[src/rtl/pipeline_ctrl_pkg.sv]
`default_nettype none
// ============================================================================
// Module : pipeline_ctrl_pkg
// Brief  : Shared pipeline-control types. Defines the stall vector, the
//          controller state type, the canonical stall patterns and the
//          reset constants.
// Rev    : 1.0  initial release
// ============================================================================
package pipeline_ctrl_pkg;

  // One bit per pipeline stage. stall_if is the most significant bit.
  typedef struct packed {
    logic stall_if;
    logic stall_id;
    logic stall_ex;
    logic stall_mem;
    logic stall_wb;
  } stall_t;

  typedef enum logic [0:0] {
    CTRL_RUN      = 1'b0,
    CTRL_REDIRECT = 1'b1
  } ctrlState_t;

  // A request from stage k freezes IF..k and leaves k+1 free, so a bubble
  // enters the register downstream of k.
  localparam stall_t STALL_VEC_NONE = stall_t'(5'b00000);
  localparam stall_t STALL_VEC_IF   = stall_t'(5'b10000);
  localparam stall_t STALL_VEC_ID   = stall_t'(5'b11000);
  localparam stall_t STALL_VEC_EX   = stall_t'(5'b11100);
  localparam stall_t STALL_VEC_MEM  = stall_t'(5'b11110);

  localparam ctrlState_t RST_STATE       = CTRL_RUN;
  localparam logic [31:0] RST_REDIRECT_PC = 32'h0000_0000;

endpackage : pipeline_ctrl_pkg
`default_nettype wire

[src/rtl/pipeline_ctrl_stall_encoder.sv]
`default_nettype none
// ============================================================================
// Module : pipeline_ctrl_stall_encoder
// Brief  : Combinational priority encoder from per-stage stall requests to
//          the shared stall vector. The deepest requesting stage wins.
// Rev    : 1.0  initial release
// ============================================================================
module pipeline_ctrl_stall_encoder
  import pipeline_ctrl_pkg::*;
(
  input  logic   stallreq_if_i,
  input  logic   stallreq_id_i,
  input  logic   stallreq_ex_i,
  input  logic   stallreq_mem_i,
  output stall_t stall_o
);

  // Priority mem > ex > id > if; stall_wb is never asserted.
  always_comb begin
    stall_o = STALL_VEC_NONE;
    if (stallreq_mem_i) begin
      stall_o = STALL_VEC_MEM;
    end else if (stallreq_ex_i) begin
      stall_o = STALL_VEC_EX;
    end else if (stallreq_id_i) begin
      stall_o = STALL_VEC_ID;
    end else if (stallreq_if_i) begin
      stall_o = STALL_VEC_IF;
    end
  end

endmodule : pipeline_ctrl_stall_encoder
`default_nettype wire

[src/rtl/pipeline_ctrl.sv]
`default_nettype none
// ============================================================================
// Module : pipeline_ctrl
// Brief  : Central controller for the 5-stage pipeline. Produces the stall
//          vector and flush pulse, sequences exception/ERET redirects into
//          the fetch unit and counts IF stall cycles.
// Rev    : 1.0  initial release
// ============================================================================
module pipeline_ctrl
  import pipeline_ctrl_pkg::*;
#(
  parameter int CNT_WIDTH         = 32,
  parameter int REDIRECT_HOLD_MAX = 15
) (
  input  logic                 clk,
  input  logic                 rst,
  input  logic                 stallreq_if,
  input  logic                 stallreq_id,
  input  logic                 stallreq_ex,
  input  logic                 stallreq_mem,
  input  logic                 except_req,
  input  logic [31:0]          except_pc,
  input  logic                 if_busy,
  input  logic                 redirect_ack,
  output stall_t               stall,
  output logic                 flush,
  output logic                 redirect_valid,
  output logic [31:0]          redirect_pc,
  output logic [CNT_WIDTH-1:0] stall_cycles,
  output logic                 assert_timeout
);

  // Hold counter must reach MAX+1 so that "waited longer than MAX" is visible.
  localparam int HOLD_W = $clog2(REDIRECT_HOLD_MAX + 2);
  localparam logic [HOLD_W-1:0] HOLD_MAX_C = HOLD_W'(REDIRECT_HOLD_MAX);
  localparam logic [HOLD_W-1:0] HOLD_SAT_C = HOLD_W'(REDIRECT_HOLD_MAX + 1);

  ctrlState_t           state_q, state_d;
  logic [31:0]          pc_q, pc_d;
  logic [HOLD_W-1:0]    hold_q, hold_d;
  logic                 timeout_q, timeout_d;
  logic [CNT_WIDTH-1:0] cnt_q;
  stall_t               enc_stall;

  pipeline_ctrl_stall_encoder u_stall_encoder (
    .stallreq_if_i  (stallreq_if),
    .stallreq_id_i  (stallreq_id),
    .stallreq_ex_i  (stallreq_ex),
    .stallreq_mem_i (stallreq_mem),
    .stall_o        (enc_stall)
  );

  // Next-state and output decode for the redirect sequencer.
  always_comb begin
    state_d   = state_q;
    pc_d      = pc_q;
    hold_d    = hold_q;
    timeout_d = timeout_q;
    flush     = 1'b0;
    stall     = enc_stall;
    case (state_q)
      CTRL_RUN: begin
        hold_d = '0;
        // An exception held up by a MEM stall is re-presented later, so only
        // an unstalled one is committed here.
        if (except_req && !stallreq_mem) begin
          flush   = 1'b1;
          stall   = STALL_VEC_NONE;
          pc_d    = except_pc;
          state_d = CTRL_REDIRECT;
        end
      end
      CTRL_REDIRECT: begin
        // IF holds the old PC while the rest of the pipe drains bubbles.
        stall = STALL_VEC_IF;
        if (hold_q != HOLD_SAT_C) begin
          hold_d = hold_q + 1'b1;
        end
        // hold_q counts earlier REDIRECT cycles; this one is number hold_q+1.
        if (hold_q >= HOLD_MAX_C) begin
          timeout_d = 1'b1;
        end
        // An ack while a fetch is still outstanding does not complete.
        if (redirect_ack && !if_busy) begin
          state_d = CTRL_RUN;
        end
      end
      default: begin
        state_d = CTRL_RUN;
      end
    endcase
  end

  // State, redirect target, hold counter, sticky timeout and stall counter.
  always_ff @(posedge clk) begin
    if (rst) begin
      state_q   <= RST_STATE;
      pc_q      <= RST_REDIRECT_PC;
      hold_q    <= '0;
      timeout_q <= 1'b0;
      cnt_q     <= '0;
    end else begin
      state_q   <= state_d;
      pc_q      <= pc_d;
      hold_q    <= hold_d;
      timeout_q <= timeout_d;
      cnt_q     <= cnt_q + CNT_WIDTH'(stall.stall_if);
    end
  end

  assign redirect_valid = (state_q == CTRL_REDIRECT);
  assign redirect_pc    = pc_q;
  assign stall_cycles   = cnt_q;
  assign assert_timeout = timeout_q;

endmodule : pipeline_ctrl
`default_nettype wire
[config.mk]
export PLATFORM = sky130hd
export DESIGN_NAME = pipeline_ctrl
export DESIGN_NICKNAME = d
export VERILOG_FILES = /design/src/rtl/pipeline_ctrl_pkg.sv /design/src/rtl/pipeline_ctrl_stall_encoder.sv /design/src/rtl/pipeline_ctrl.sv
export SDC_FILE = /design/constraint.sdc
export NUM_CORES = 1
export LEC_CHECK = 0
export ABC_AREA = 1
export BUFFER_PORTS_ARGS = -buffer_cell sky130_fd_sc_hd__buf_2
export CORE_AREA = 2 2 100 102
export DETAILED_ROUTE_END_ITERATION = 8
export DIE_AREA = 0 0 102 104
export PLACE_DENSITY = 0.63
export SLEW_MARGIN = 5
export SYNTH_ARGS = -nofsm -noshare
export SYNTH_HDL_FRONTEND = slang
export SYNTH_HIERARCHICAL = 1
export SYNTH_SLANG_ARGS = --single-unit
export TNS_END_PERCENT = 10
[constraint.sdc]
create_clock -name clk -period 4.4 [get_ports clk]
set_input_delay 0.44 -clock clk [delete_from_list [all_inputs] [get_ports clk]]
set_output_delay 0.44 -clock clk [all_outputs]
set_load 0.01 [all_outputs]
# ---- After elaboration in Yosys (flattened, before gate mapping)
# Index checks and enable logic that the tools add are counted.
dict set report totals {
  latch_bits 0
  n_memories 0
  ff_bits 71
  elab_cells 29
  mem_bits_ro 0
  ramBits 0
}
dict set report op_classes {
  bitwise_logic 1
  n_mul 0
  n_mux 12
  shift 0
  div 0
  n_eq_ne 2
  order_cmp 1
  add_sub_neg 2
  n_reduce_logical 6
}
# operator count
set ops {}
lappend ops {{$add A32 B1 Y32} 1}
lappend ops {{$mux W5} 6}
lappend ops {{$pmux W5 S2} 2}
lappend ops {{$add A5 B1 Y5 const B} 1}
lappend ops {{$ge A5 B4 Y1 const B} 1}
lappend ops {{$ne A5 B5 Y1 const B} 1}
lappend ops {{$reduce_and A2 Y1} 2}
lappend ops {{$mux W1} 3}
lappend ops {{$logic_and A1 B1 Y1} 2}
lappend ops {{$logic_not A1 Y1} 2}
lappend ops {{$ne A2 B1 Y1 const B} 1}
lappend ops {{$pmux W1 S2} 1}
lappend ops {{$not A1 Y1} 1}

# ---- Logic depth before layout (Yosys ltp)
# Gate-level depths: netlist of run 1.
dict set report logic_depth {
  word_depth 7
  depth_mapped 14
  mapped_depth_nobuf 14
}

# ---- Hierarchy
# Netlist of run 1, hierarchy kept.
# mod area_per_inst_um2 n_inst cells_each seq_area_each_um2
set by_module_without_submodules {}
lappend by_module_without_submodules {pipeline_ctrl 3189.3 1 464 1421.4}
lappend by_module_without_submodules {pipeline_ctrl_stall_encoder 45.0 1 9 0.0}

# ---- Worst setup path after synthesis of run 1
# OpenSTA, ideal clock, no wires.
dict set report synth_path {
  path_kind {input -> register}
  from {in except_req}
  to {reg cnt_q[24], in the netlist stall_cycles[24]}
  path_stages 14
  setup_ns 0.115
  arrival_time_ns 1.776
  setup_slack_ns 2.509
  required_time_ns 4.285
  cell_sequence {inv_1 -> nor2_1 -> inv_1 -> nand2_1 -> nand2_1 -> ha_1 -> ha_1 -> nand2_1 -> nor2_2 -> nand2_2 -> nor2_4 -> nand3_1 -> nand2_1 -> nor2_1}
}
# item line
set synth_rtl {}
lappend synth_rtl {{start, declared} pipeline_ctrl.sv:21} ;# input logic except_req,
lappend synth_rtl {{end signal, assigned} pipeline_ctrl.sv:107} ;# cnt_q <= cnt_q + CNT_WIDTH'(stall.stall_if);
lappend synth_rtl {{end, declared} pipeline_ctrl.sv:42} ;# logic [CNT_WIDTH-1:0] cnt_q;

# ---- Final worst setup path of run 1
dict set report layout_path {
  from {reg state_q, in the netlist redirect_valid}
  to {out flush}
}
dict set report layout_between {
  elab_chain_len 1
}
# item line
set layout_lines {}
lappend layout_lines {{start, declared} pipeline_ctrl.sv:38} ;# ctrlState_t state_q, state_d;
lappend layout_lines {{start signal, assigned} pipeline_ctrl.sv:103} ;# state_q <= state_d;
lappend layout_lines {{$mux W1} pipeline_ctrl.sv:61} ;# case (state_q)
lappend layout_lines {{end, declared} pipeline_ctrl.sv:26} ;# output logic flush,
# No other way between the ends.

==> impl_metrics.sql, run 1 <==
INSERT INTO impl_metrics (metric_group, metric, value, unit) VALUES
('sta', 'slew_headroom', '62.4', '%'),
('cts', 'post_cts_resized', '0', ''),
('sta', 'setup_repair_after_global_routing_missed_its_margin', 'no', ''),
('global_routing', 'grt_max_degree', '52', ''),
('cts', 'cts-buffers-inserted', '9', ''),
('sta', 'totalNegativeSetupSlack', '0', 'ns'),
('synthesis', 'netlist-cell-type-count', '30', ''),
('synthesis', 'synth_area_per_cell', '6.84', 'µm²'),
('synthesis', 'synthMostInstantiatedCell', 'sky130_fd_sc_hd__nand2_1', ''),
('route', 'drt.antenna.violating_nets', '0', ''),
('cts', 'tritoncts_clock_tree', 'done', ''),
('synthesis', 'synth-edff-count', '0', ''),
('synthesis', 'ys_ff_latch', '71', ''),
('worst_setup_path', 'setup.worst_path.end_class', 'output port', ''),
('sta', 'worst_slack', '2.19', 'ns'),
('global_routing', 'grt_pass1_vias', '3056', ''),
('cts', 'cts.htree.levels', '3', ''),
('sta', 'worstMarginPinSlew', '0.560', 'ns'),
('synthesis', 'postSynthNetCount', '519', ''),
('route', 'drt_drc_violations_left', '0', ''),
('cts', 'cts-root-to-sink-buffers', '2', ''),
('layout', 'cell_count_final_fillers_out', '719', ''),
('die', 'dieHeight', '104', 'µm'),
('global_routing', 'grt_first_pass_wirelength', '13600', 'µm'),
('power_and_ir_drop', 'p_clk_share', '44.2', '%'),
('route', 'via_count', '3258', ''),
('die', 'design.die.area', '10600', 'µm²'),
('power_and_ir_drop', 'p_sw', '0.325', 'mW'),
('outcome', 'run_status', 'complete, no violations', ''),
('synthesis', 'yosys.area.top_type', 'sky130_fd_sc_hd__dfxtp_1', ''),
('die', 'io_pins', '113', ''),
('die', 'core', '9550', 'µm²'),
('sta', 'finalSetupViolCount', '0', ''),
('global_routing', 'antenna_violations_before_repair', '0', ''),
('route', 'firstDrtPassIters', '4', ''),
('placed_design', 'dp_hpwl', '6130', 'µm'),
('route', 'drt_wl_total', '8340', 'µm'),
('synthesis', 'synth.cell_area', '3230', 'µm²'),
('die', 'start_util', '33.9', '%'),
('sta', 'finalHoldWorstSlack', '0.269', 'ns'),
('cts', 'insertion_delay', '0.35', 'ns'),
('synthesis', 'synth_warnings', '6', ''),
('sta', 'final_hold_viol_count', '0', ''),
('placed_design', 'dp_slack', '2.18', 'ns'),
('synthesis', 'ys_top_cells_by_area', 'sky130_fd_sc_hd__dfxtp_1 44%, sky130_fd_sc_hd__nand2_1 18%, sky130_fd_sc_hd__a21oi_1 8.7%, sky130_fd_sc_hd__nor2_1 8.4%, sky130_fd_sc_hd__inv_1 4.6%', ''),
('sta', 'fin_worst_skew', '0.00817', 'ns'),
('route', 'routedWlPerCell', '11.6', 'µm'),
('worst_setup_path', 'worst_setup_path_start_kind', 'flop', ''),
('flow_run', 'max_cap_violations', '0', ''),
('synthesis', 'post-synth-top-area-fraction', '43.9', '%'),
('sta', 'maxSlewViolCount', '0', ''),
('worst_setup_path', 'worst-endpoint-required', '3.96', 'ns'),
('sta', 'min_period', '2.21', 'ns'),
('power_and_ir_drop', 'cellLeakagePower', '1.80', 'nW'),
('cts', 'number_of_buffers_added_to_fix_hold_violations_after_cts', '0', ''),
('layout', 'n_antenna_cell', '0', ''),
('worst_setup_path', 'worst-path-max-fanout', '33', ''),
('route', 'drt_iter0_markers', '104', ''),
('power_and_ir_drop', 'seq_power_share', '47.8', '%'),
('layout', 'drive_gt1_share', '25.3', '%'),
('global_routing', 'overflow', '0', ''),
('placed_design', 'buffers_on_ports', '111', ''),
('cts', 'clock_sink_count', '71', ''),
('placed_design', 'placedCellCount', '704', ''),
('synthesis', 'synth_flop_cell', 'sky130_fd_sc_hd__dfxtp_1', ''),
('power_and_ir_drop', 'power.density', '340', 'nW/µm²'),
('worst_setup_path', 'setup.worst_path.class', 'flop to output port', ''),
('hold_path', 'hold_path_class', 'input port to flop', ''),
('cts', 'post-cts-setup-buffer-count', '0', ''),
('cts', 'clockRootBuffer', 'sky130_fd_sc_hd__clkbuf_8', ''),
('layout', 'area.growth.synth_to_final', '27.7', '%');
-- path summary, 6_finish.rpt --
path / from / to / slack [ns] / depth (start not counted)
max: redirect_valid$_SDFF_PP0_ / flush / 2.19 / 5
min: redirect_ack / redirect_valid$_SDFF_PP0_ / 0.27 / 2
max reg2reg: redirect_valid$_SDFF_PP0_ / stall_cycles[20]$_SDFF_PP0_ / 2.49 / 11
min reg2reg: redirect_pc[23]$_SDFFE_PP0P_ / redirect_pc[23]$_SDFFE_PP0P_ / 0.47 / 2
-- logic make-up after synthesis --
kind of cell               Yosys count  share of synthesized area (%)
AOI/OAI and AO/OA                   65                           10.4
xor gates and xnor gates             3                          0.813
adders and majority gates            5                           1.93
buffers and inverters               57                           7.16
DFF                                 71                           43.9
other                                1                          0.116
and+or+nand+nor                    271                           35.7
-- state kept, by name, summed over array words and instances, names as in the netlist --
signal          cells
assert_timeout      1
stall_cycles       32
redirect_pc        32
redirect_valid      1
hold_q              5
-- power by group through the flow --
stage / combinational (mW) / clock [mW] / sequential, mW
floorplan: 0.0567 / 0 / 0.694
global placement: 0.111 / 0 / 0.686
detailed placement: 0.114 / 0 / 0.686
CTS: 0.114 / 0.635 / 0.671
global route: 0.127 / 0.671 / 0.673
finish: 0.112 / 0.620 / 0.671
-- cell type report --
type	instances	area (µm²)
Clock inverter	6	110
Timing Repair Buffer	113	571
Clock buffer	9	124
Fill cell	1049	5420
Sequential cell	71	1420
Multi-Input combinational cell	345	1580
Tap cell	133	166
Inverter	42	158
-- metal layers --
metal | wire length, µm | part of all wire [%] | GRT usage, % | vias to the layer above
li1 | - | - | - | 1692
met1 | 3560 | 43 | 18.2 | 1456
met2 | 3960 | 47 | 26.8 | 100
met3 | 691 | 8.3 | 6.99 | 10
met4 | 126 | 1.5 | 4.67 | 0
met5 | 0 | 0 | 0 | -
-- placed cells by master, fill, tap and decap left out, types with 3 or more instances in the layout --
cell / instances
sky130_fd_sc_hd__o21a_1: 3
sky130_fd_sc_hd__inv_1: 40
sky130_fd_sc_hd__nand4_1: 3
sky130_fd_sc_hd__nand3_1: 17
sky130_fd_sc_hd__nor2_4: 4
sky130_fd_sc_hd__a21oi_1: 56
sky130_fd_sc_hd__nor2_2: 5
sky130_fd_sc_hd__buf_2: 111
sky130_fd_sc_hd__dfxtp_1: 71
sky130_fd_sc_hd__o21ai_0: 5
sky130_fd_sc_hd__nand2_2: 8
sky130_fd_sc_hd__nor2_1: 72
sky130_fd_sc_hd__nand2_1: 152
sky130_fd_sc_hd__bufinv_16: 3
sky130_fd_sc_hd__ha_1: 5
sky130_fd_sc_hd__clkbuf_8: 9
-- per-stage QoR --
stage	util [%]	area [µm²]	power (mW)
after floorplan	-	3230	0.750
after global placement	40.8	3900	0.797
after detailed placement	40.8	3900	0.800
after CTS	43.3	4130	1.42
after global routing	43.3	4130	1.47
final	43.3	4130	1.40
-- worst max-delay path, cell delays in order, from the launching register on --
cell and delay (ns):
sky130_fd_sc_hd__dfxtp_1 0.35, sky130_fd_sc_hd__inv_1 0.13, sky130_fd_sc_hd__nand2_1 0.07, sky130_fd_sc_hd__buf_4 0.23
sky130_fd_sc_hd__inv_2 0.42, sky130_fd_sc_hd__buf_2 0.23
(Power assumes the default switching activity.)
==> run 2, diff against run 1 <==
- clock period: 4.4 -> 2.1 ns (I/O delays scaled with it)
==> impl_metrics.sql, run 2 (synthesized netlist as in run 1, its figures left out) <==
INSERT INTO impl_metrics (metric_group, metric, value, unit) VALUES
('outcome', 'run_status', 'complete, no violations', ''),
('cts', 'number_of_buffers_added_to_fix_hold_violations_after_cts', '0', ''),
('layout', 'numnets_final', '629', ''),
('sta', 'finalHoldWorstSlack', '0.0476', 'ns'),
('power_and_ir_drop', 'max-vdd-ir-drop', '0.000494', 'V'),
('sta', 'final_hold_viol_count', '0', ''),
('worst_setup_path', 'cp_data_arrival_time', '2.06', 'ns'),
('layout', 'leading_cell_type_in_the_layout_fill_and_taps_excluded', 'sky130_fd_sc_hd__nand2_1', ''),
('layout', 'drive_gt1_share', '25.5', '%'),
('placed_design', 'dp_slack', '0.213', 'ns'),
('sta', 'maxSlewViolCount', '0', ''),
('power_and_ir_drop', 'power.density', '720', 'nW/µm²'),
('layout', 'cell_count_final_fillers_out', '721', ''),
('route', 'drt_iter0_markers', '131', ''),
('global_routing', 'grt_pass1_vias', '3047', ''),
('power_and_ir_drop', 'post-layout-total-power', '2.99', 'mW'),
('cts', 'clkTransAtPathRegs', '0.08', 'ns'),
('worst_setup_path', 'setup.worst_path.end_class', 'flop', ''),
('worst_setup_path', 'rr_worst_depth', '10', ''),
('placed_design', 'gp_routability_congestion', '0.811', ''),
('route', 'drt_drc_violations_left', '0', ''),
('placed_design', 'dp_hpwl', '6170', 'µm'),
('global_routing', 'grt_max_degree', '51', ''),
('sta', 'worst_slack', '0.283', 'ns'),
('global_routing', 'overflow', '0', ''),
('sta', 'fin_worst_skew', '0.00813', 'ns'),
('layout', 'postLayoutCellArea', '4160', 'µm²'),
('sta', 'finalSetupViolCount', '0', ''),
('sta', 'totalNegativeSetupSlack', '0', 'ns'),
('route', 'drt_wl_total', '8440', 'µm'),
('layout', 'fill_cells', '1020', ''),
('sta', 'slew_headroom', '62.7', '%'),
('layout', 'core_util_final', '43.5', '%'),
('cts', 'cts-root-to-sink-buffers', '2', ''),
('cts', 'cts.htree.levels', '3', ''),
('route', 'via_count', '3300', ''),
('worst_setup_path', 'setup.worst_path.class', 'flop to flop', ''),
('global_routing', 'grt_first_pass_wirelength', '13700', 'µm'),
('die', 'design.die.area', '10600', 'µm²'),
('placed_design', 'placedCellCount', '705', ''),
('worst_setup_path', 'worst-endpoint-required', '2.34', 'ns'),
('hold_path', 'hold_path_class', 'input port to flop', ''),
('layout', 'area.growth.synth_to_final', '28.5', '%'),
('power_and_ir_drop', 'power.internal', '2.30', 'mW'),
('route', 'drt.antenna.violating_nets', '0', ''),
('worst_setup_path', 'worst-path-max-fanout', '5', ''),
('layout', 'n_antenna_cell', '0', ''),
('die', 'floorplan.die.width', '102', 'µm'),
('sta', 'post-route-period-util', '86.5', '%'),
('die', 'core', '9550', 'µm²'),
('route', 'viasPerCell', '4.58', ''),
('power_and_ir_drop', 'p_sw', '0.695', 'mW'),
('power_and_ir_drop', 'seq_power_share', '47.0', '%'),
('sta', 'achievable-frequency', '0.550', 'GHz'),
('cts', 'cts-buffers-inserted', '9', ''),
('sta', 'worstMarginPinSlew', '0.560', 'ns'),
('die', 'start_util', '33.9', '%'),
('placed_design', 'buffers_on_ports', '111', ''),
('die', 'io_pins', '113', ''),
('power_and_ir_drop', 'cellLeakagePower', '1.82', 'nW'),
('cts', 'insertion_delay', '0.34', 'ns'),
('worst_setup_path', 'worst_setup_path_start_kind', 'flop', ''),
('power_and_ir_drop', 'power.switching_fraction', '23.2', '%'),
('die', 'std_cell_rows', '36', ''),
('cts', 'tritoncts_clock_tree', 'done', ''),
('cts', 'clock_sink_count', '71', ''),
('route', 'firstDrtPassIters', '5', ''),
('power_and_ir_drop', 'share_comb_of_total_power', '7.9', '%'),
('layout', 'mostFrequentLayoutCells', '152 x sky130_fd_sc_hd__nand2_1, 111 x sky130_fd_sc_hd__buf_2, 72 x sky130_fd_sc_hd__nor2_1', ''),
('cts', 'clockRootBuffer', 'sky130_fd_sc_hd__clkbuf_8', ''),
('placed_design', 'placedInstanceArea', '3910', 'µm²'),
('die', 'dieHeight', '104', 'µm'),
('route', 'routedWlPerCell', '11.7', 'µm'),
('global_routing', 'grtUsageTotal', '16.0', '%'),
('hold_path', 'min_delay_path_depth', '2', ''),
('flow_run', 'max_cap_violations', '0', ''),
('global_routing', 'antenna_violations_before_repair', '0', ''),
('power_and_ir_drop', 'p_clk_share', '45.1', '%'),
('sta', 'setup_repair_after_global_routing_missed_its_margin', 'no', ''),
('sta', 'min_period', '1.82', 'ns');
## run 2: cell count changes in the layout (fill, tap and decap cells not counted)
cell,delta
sky130_fd_sc_hd__buf_4,+1
sky130_fd_sc_hd__clkbuf_8,+1
sky130_fd_sc_hd__clkinv_2,+1
sky130_fd_sc_hd__clkinvlp_4,-1
sky130_fd_sc_hd__nor2_2,-1
sky130_fd_sc_hd__nor2_4,+1
## run 2: critical path, stage by stage (launching register included)
cell and delay [ns]:
sky130_fd_sc_hd__dfxtp_1 0.38, sky130_fd_sc_hd__inv_1 0.09, sky130_fd_sc_hd__nand2_1 0.09, sky130_fd_sc_hd__ha_1 0.17, sky130_fd_sc_hd__ha_1 0.22, sky130_fd_sc_hd__nand2_1 0.13
sky130_fd_sc_hd__nor2_4 0.15, sky130_fd_sc_hd__nand2_2 0.11, sky130_fd_sc_hd__nor2_1 0.15, sky130_fd_sc_hd__a21oi_1 0.09, sky130_fd_sc_hd__o21a_1 0.13
## run 2: area by class of cell
| cell class | count | area [µm²] | share of cell area [%] |
|---|---|---|---|
| multi-input cells | 345 | 1590 | 38.2 |
| flip-flops and latches | 71 | 1420 | 34.2 |
| repair buffers | 114 | 578 | 13.9 |
| well taps | 133 | 166 | 4.00 |
| inverters | 42 | 158 | 3.79 |
| clock buffers | 10 | 138 | 3.31 |
| clock inverters | 6 | 108 | 2.59 |
## run 2: what timing repair did
item                                    4_1_cts  5_1_grt
endpoints found under the hold margin         0        0
gates resized for setup                       0        1
endpoints found under the setup margin        0        1
setup buffers                                 0        0
## run 2: final timing paths
| path | start | endpoint | slack [ns] |
|---|---|---|---|
| worst min-delay path | redirect_ack | redirect_valid$_SDFF_PP0_ | 0.05 |
| worst max register to register | redirect_valid$_SDFF_PP0_ | stall_cycles[10]$_SDFF_PP0_ | 0.28 |
| worst max-delay path | redirect_valid$_SDFF_PP0_ | stall_cycles[10]$_SDFF_PP0_ | 0.28 |
| worst min register to register | redirect_pc[24]$_SDFFE_PP0P_ | redirect_pc[24]$_SDFFE_PP0P_ | 0.47 |
## run 2: metal layers
layer	part of all wire, %	wire length [µm]	vias to the layer above	track usage [%]
met3	8.2	692	11	6.32
met2	47	3970	113	26.9
met4	1.2	103	0	4.29
li1	-	-	1698	-
met1	44	3670	1478	18.9
met5	0	0	-	0
## run 2: power by group through the flow
stage / Combinational, mW / Clock, mW / Sequential, mW
6_report: 0.237 / 1.35 / 1.41
4_1_cts: 0.241 / 1.39 / 1.41
2_1_floorplan: 0.119 / 0 / 1.45
5_1_grt: 0.265 / 1.44 / 1.41
3_3_place_gp: 0.236 / 0 / 1.44
3_5_place_dp: 0.240 / 0 / 1.44
==> run 3, diff against run 2 <==
--- a/config.mk
+++ b/config.mk
@@ -9,6 +9,6 @@
 export BUFFER_PORTS_ARGS = -buffer_cell sky130_fd_sc_hd__buf_2
-export CORE_AREA = 2 2 100 102
+export CORE_AREA = 2 2 60 119
 export DETAILED_ROUTE_END_ITERATION = 8
-export DIE_AREA = 0 0 102 104
-export PLACE_DENSITY = 0.63
+export DIE_AREA = 0 0 62 121
+export PLACE_DENSITY = 0.83
 export SLEW_MARGIN = 5
--- a/constraint.sdc
+++ b/constraint.sdc
@@ -3,2 +3,2 @@
 set_output_delay 0.21 -clock clk [all_outputs]
-set_load 0.01 [all_outputs]
+set_load 0.005 [all_outputs]
==> impl_metrics.sql, run 3 (synthesized netlist as in run 1, its figures left out) <==
INSERT INTO impl_metrics (metric_group, metric, value, unit) VALUES
('outcome', 'run_status', 'complete, no violations', ''),
('placed_design', 'buffers_on_ports', '111', ''),
('placed_design', 'gp_routability_congestion', '0.861', ''),
('die', 'floorplan.die.width', '62', 'µm'),
('flow_run', 'max_cap_violations', '0', ''),
('route', 'drt_iter0_markers', '166', ''),
('route', 'drt_wl_total', '8770', 'µm'),
('die', 'dieHeight', '121', 'µm'),
('cts', 'post-cts-setup-buffer-count', '0', ''),
('sta', 'final_hold_viol_count', '0', ''),
('die', 'start_util', '49.2', '%'),
('sta', 'worstMarginPinSlew', '0.551', 'ns'),
('worst_setup_path', 'critPathTopFamily', 'simple AND/OR/NAND/NOR gates', ''),
('layout', 'area.growth.synth_to_final', '28.5', '%'),
('layout', 'core_util_final', '63.3', '%'),
('worst_setup_path', 'crit_path_frequent_cell', 'sky130_fd_sc_hd__nand2_1', ''),
('die', 'io_pins', '113', ''),
('cts', 'cts-root-to-sink-buffers', '2', ''),
('hold_path', 'min_delay_path_depth', '2', ''),
('global_routing', 'grtUsageTotal', '25.2', '%'),
('worst_setup_path', 'worst-path-buf-inv', '1', ''),
('sta', 'maxSlewViolCount', '0', ''),
('layout', 'n_antenna_cell', '0', ''),
('die', 'design.die.area', '7500', 'µm²'),
('worst_setup_path', 'worstPathCellList', 'inv_1 -> nand2_1 -> ha_1 -> ha_1 -> nand2_1 -> nor2_2 -> nand2_2 -> nor2_4 -> nand3_1 -> nand2_1 -> nor2_1', ''),
('worst_setup_path', 'worst-endpoint-required', '2.33', 'ns'),
('power_and_ir_drop', 'cellLeakagePower', '1.84', 'nW'),
('power_and_ir_drop', 'power.density', '781', 'nW/µm²'),
('route', 'met3_length', '517', 'µm'),
('sta', 'fin_worst_skew', '0.00505', 'ns'),
('route', 'drt_drc_violations_left', '0', ''),
('worst_setup_path', 'setup.worst_path.class', 'flop to flop', ''),
('cts', 'post_cts_resized', '0', ''),
('worst_setup_path', 'worst_r2r_startpoint', 'redirect_valid$_SDFF_PP0_', ''),
('worst_setup_path', 'worst_setup_path_start_kind', 'flop', ''),
('sta', 'totalNegativeSetupSlack', '0', 'ns'),
('cts', 'cts-buffers-inserted', '9', ''),
('die', 'core', '6570', 'µm²'),
('route', 'routedWlPerCell', '13.0', 'µm'),
('cts', 'insertion_delay', '0.34', 'ns'),
('sta', 'post-route-period-util', '89.4', '%'),
('power_and_ir_drop', 'post-layout-total-power', '3.24', 'mW'),
('layout', 'numnets_final', '628', ''),
('hold_path', 'hold_path_endpoint', 'redirect_valid$_SDFF_PP0_', ''),
('cts', 'clockRootBuffer', 'sky130_fd_sc_hd__clkbuf_16', ''),
('global_routing', 'grt_pass1_vias', '3232', ''),
('worst_setup_path', 'regToRegEndpoint', 'stall_cycles[24]$_SDFF_PP0_', ''),
('layout', 'drive_gt1_share', '25.2', '%'),
('worst_setup_path', 'setup.worst_path.end_class', 'flop', ''),
('global_routing', 'antenna_violations_before_repair', '0', ''),
('placed_design', 'dp_hpwl', '6540', 'µm'),
('route', 'route.met2.wl', '4660', 'µm'),
('route', 'via_count', '3364', ''),
('sta', 'achievable-frequency', '0.533', 'GHz'),
('cts', 'number_of_buffers_added_to_fix_hold_violations_after_cts', '0', ''),
('worst_setup_path', 'register_to_register_setup_slack', '0.22', 'ns'),
('layout', 'leading_cell_type_in_the_layout_fill_and_taps_excluded', 'sky130_fd_sc_hd__nand2_1', ''),
('cts', 'clkTransAtPathRegs', '0.06', 'ns'),
('power_and_ir_drop', 'max-vdd-ir-drop', '0.000700', 'V'),
('global_routing', 'grt_max_degree', '51', ''),
('cts', 'tritoncts_clock_tree', 'done', ''),
('worst_setup_path', 'rr_worst_depth', '11', ''),
('cts', 'cts.htree.levels', '3', ''),
('global_routing', 'overflow', '0', ''),
('sta', 'setup_repair_after_global_routing_missed_its_margin', 'no', ''),
('sta', 'slew_headroom', '63.0', '%'),
('worst_setup_path', 'worst-path-max-fanout', '6', ''),
('sta', 'finalSetupViolCount', '0', ''),
('sta', 'min_period', '1.88', 'ns'),
('placed_design', 'placedInstanceArea', '3840', 'µm²'),
('layout', 'fill_cells', '596', ''),
('worst_setup_path', 'critPathSlowestCell', 'sky130_fd_sc_hd__dfxtp_1', ''),
('die', 'std_cell_rows', '42', ''),
('route', 'route.top_layer_used', 'met4', ''),
('route', 'drt-met1-wl', '3200', 'µm'),
('worst_setup_path', 'timing.critical_path.slowest_cell_delay', '0.38', 'ns'),
('route', 'firstDrtPassIters', '5', ''),
('cts', 'clock_sink_count', '71', ''),
('route', 'viasPerCell', '4.98', ''),
('layout', 'mostFrequentLayoutCells', '152 x sky130_fd_sc_hd__nand2_1, 111 x sky130_fd_sc_hd__buf_2, 72 x sky130_fd_sc_hd__nor2_1', ''),
('global_routing', 'grt_first_pass_wirelength', '14100', 'µm'),
('hold_path', 'hold_path_class', 'input port to flop', ''),
('layout', 'postLayoutCellArea', '4160', 'µm²'),
('hold_path', 'hp-start', 'redirect_ack', ''),
('worst_setup_path', 'cp_data_arrival_time', '2.11', 'ns'),
('route', 'drt.antenna.violating_nets', '0', '');
## run 3: changes by cell type in the layout (fill, tap and decap cells not counted), sizes merged
cell | before | now
clkinvlp | 1 | 2
bufinv | 3 | 2
buf | 114 | 113
## run 3: where the power goes
group	total (mW)	internal [mW]	leakage (nW)	switching, mW
logic	0.218	0.0950	1.11	0.123
registers	1.41	1.39	0.576	0.0229
clock network	1.62	1.03	0.148	0.582
total	3.24	2.52	1.84	0.728
## run 3: worst max-delay path by stage
stage,start,to,slack (ns),cells past startpoint
3_5_place_dp,except_req,stall_cycles[24]$_SDFF_PP0_,0.24,15
4_1_cts,redirect_valid$_SDFF_PP0_,stall_cycles[24]$_SDFF_PP0_,0.23,11
2_1_floorplan,redirect_valid$_SDFF_PP0_,stall_cycles[24]$_SDFF_PP0_,0.39,11
3_3_place_gp,except_req,stall_cycles[24]$_SDFF_PP0_,0.29,15
6_report,redirect_valid$_SDFF_PP0_,stall_cycles[24]$_SDFF_PP0_,0.22,11
5_1_grt,redirect_valid$_SDFF_PP0_,stall_cycles[24]$_SDFF_PP0_,0.02,11
## run 3: through the flow
step,std cells,worst slack (ns),hold WS [ns]
floorplan,473,0.388,0.298
global placement,659,0.286,0.400
detailed placement,659,0.236,0.413
CTS,675,0.228,0.0630
global route,675,0.0187,0.0702
finish,675,0.222,0.0581
## run 3: final cells by class
class	count	area, µm²	area share (%)
tap	88	110	2.65
clock inverter	6	85.1	2.05
clock buffer	10	229	5.51
inverter	42	158	3.79
timing repair buffer	113	571	13.7
multi-input combinational	345	1580	38.1
sequential	71	1420	34.2
## run 3: per-layer routing
| metal | vias to the layer above | track usage (%) |
|---|---|---|
| met2 | 129 | 43.7 |
| met3 | 31 | 7.78 |
| met5 | - | 0 |
| li1 | 1695 | - |
| met1 | 1509 | 25.7 |
| met4 | 0 | 12.4 |
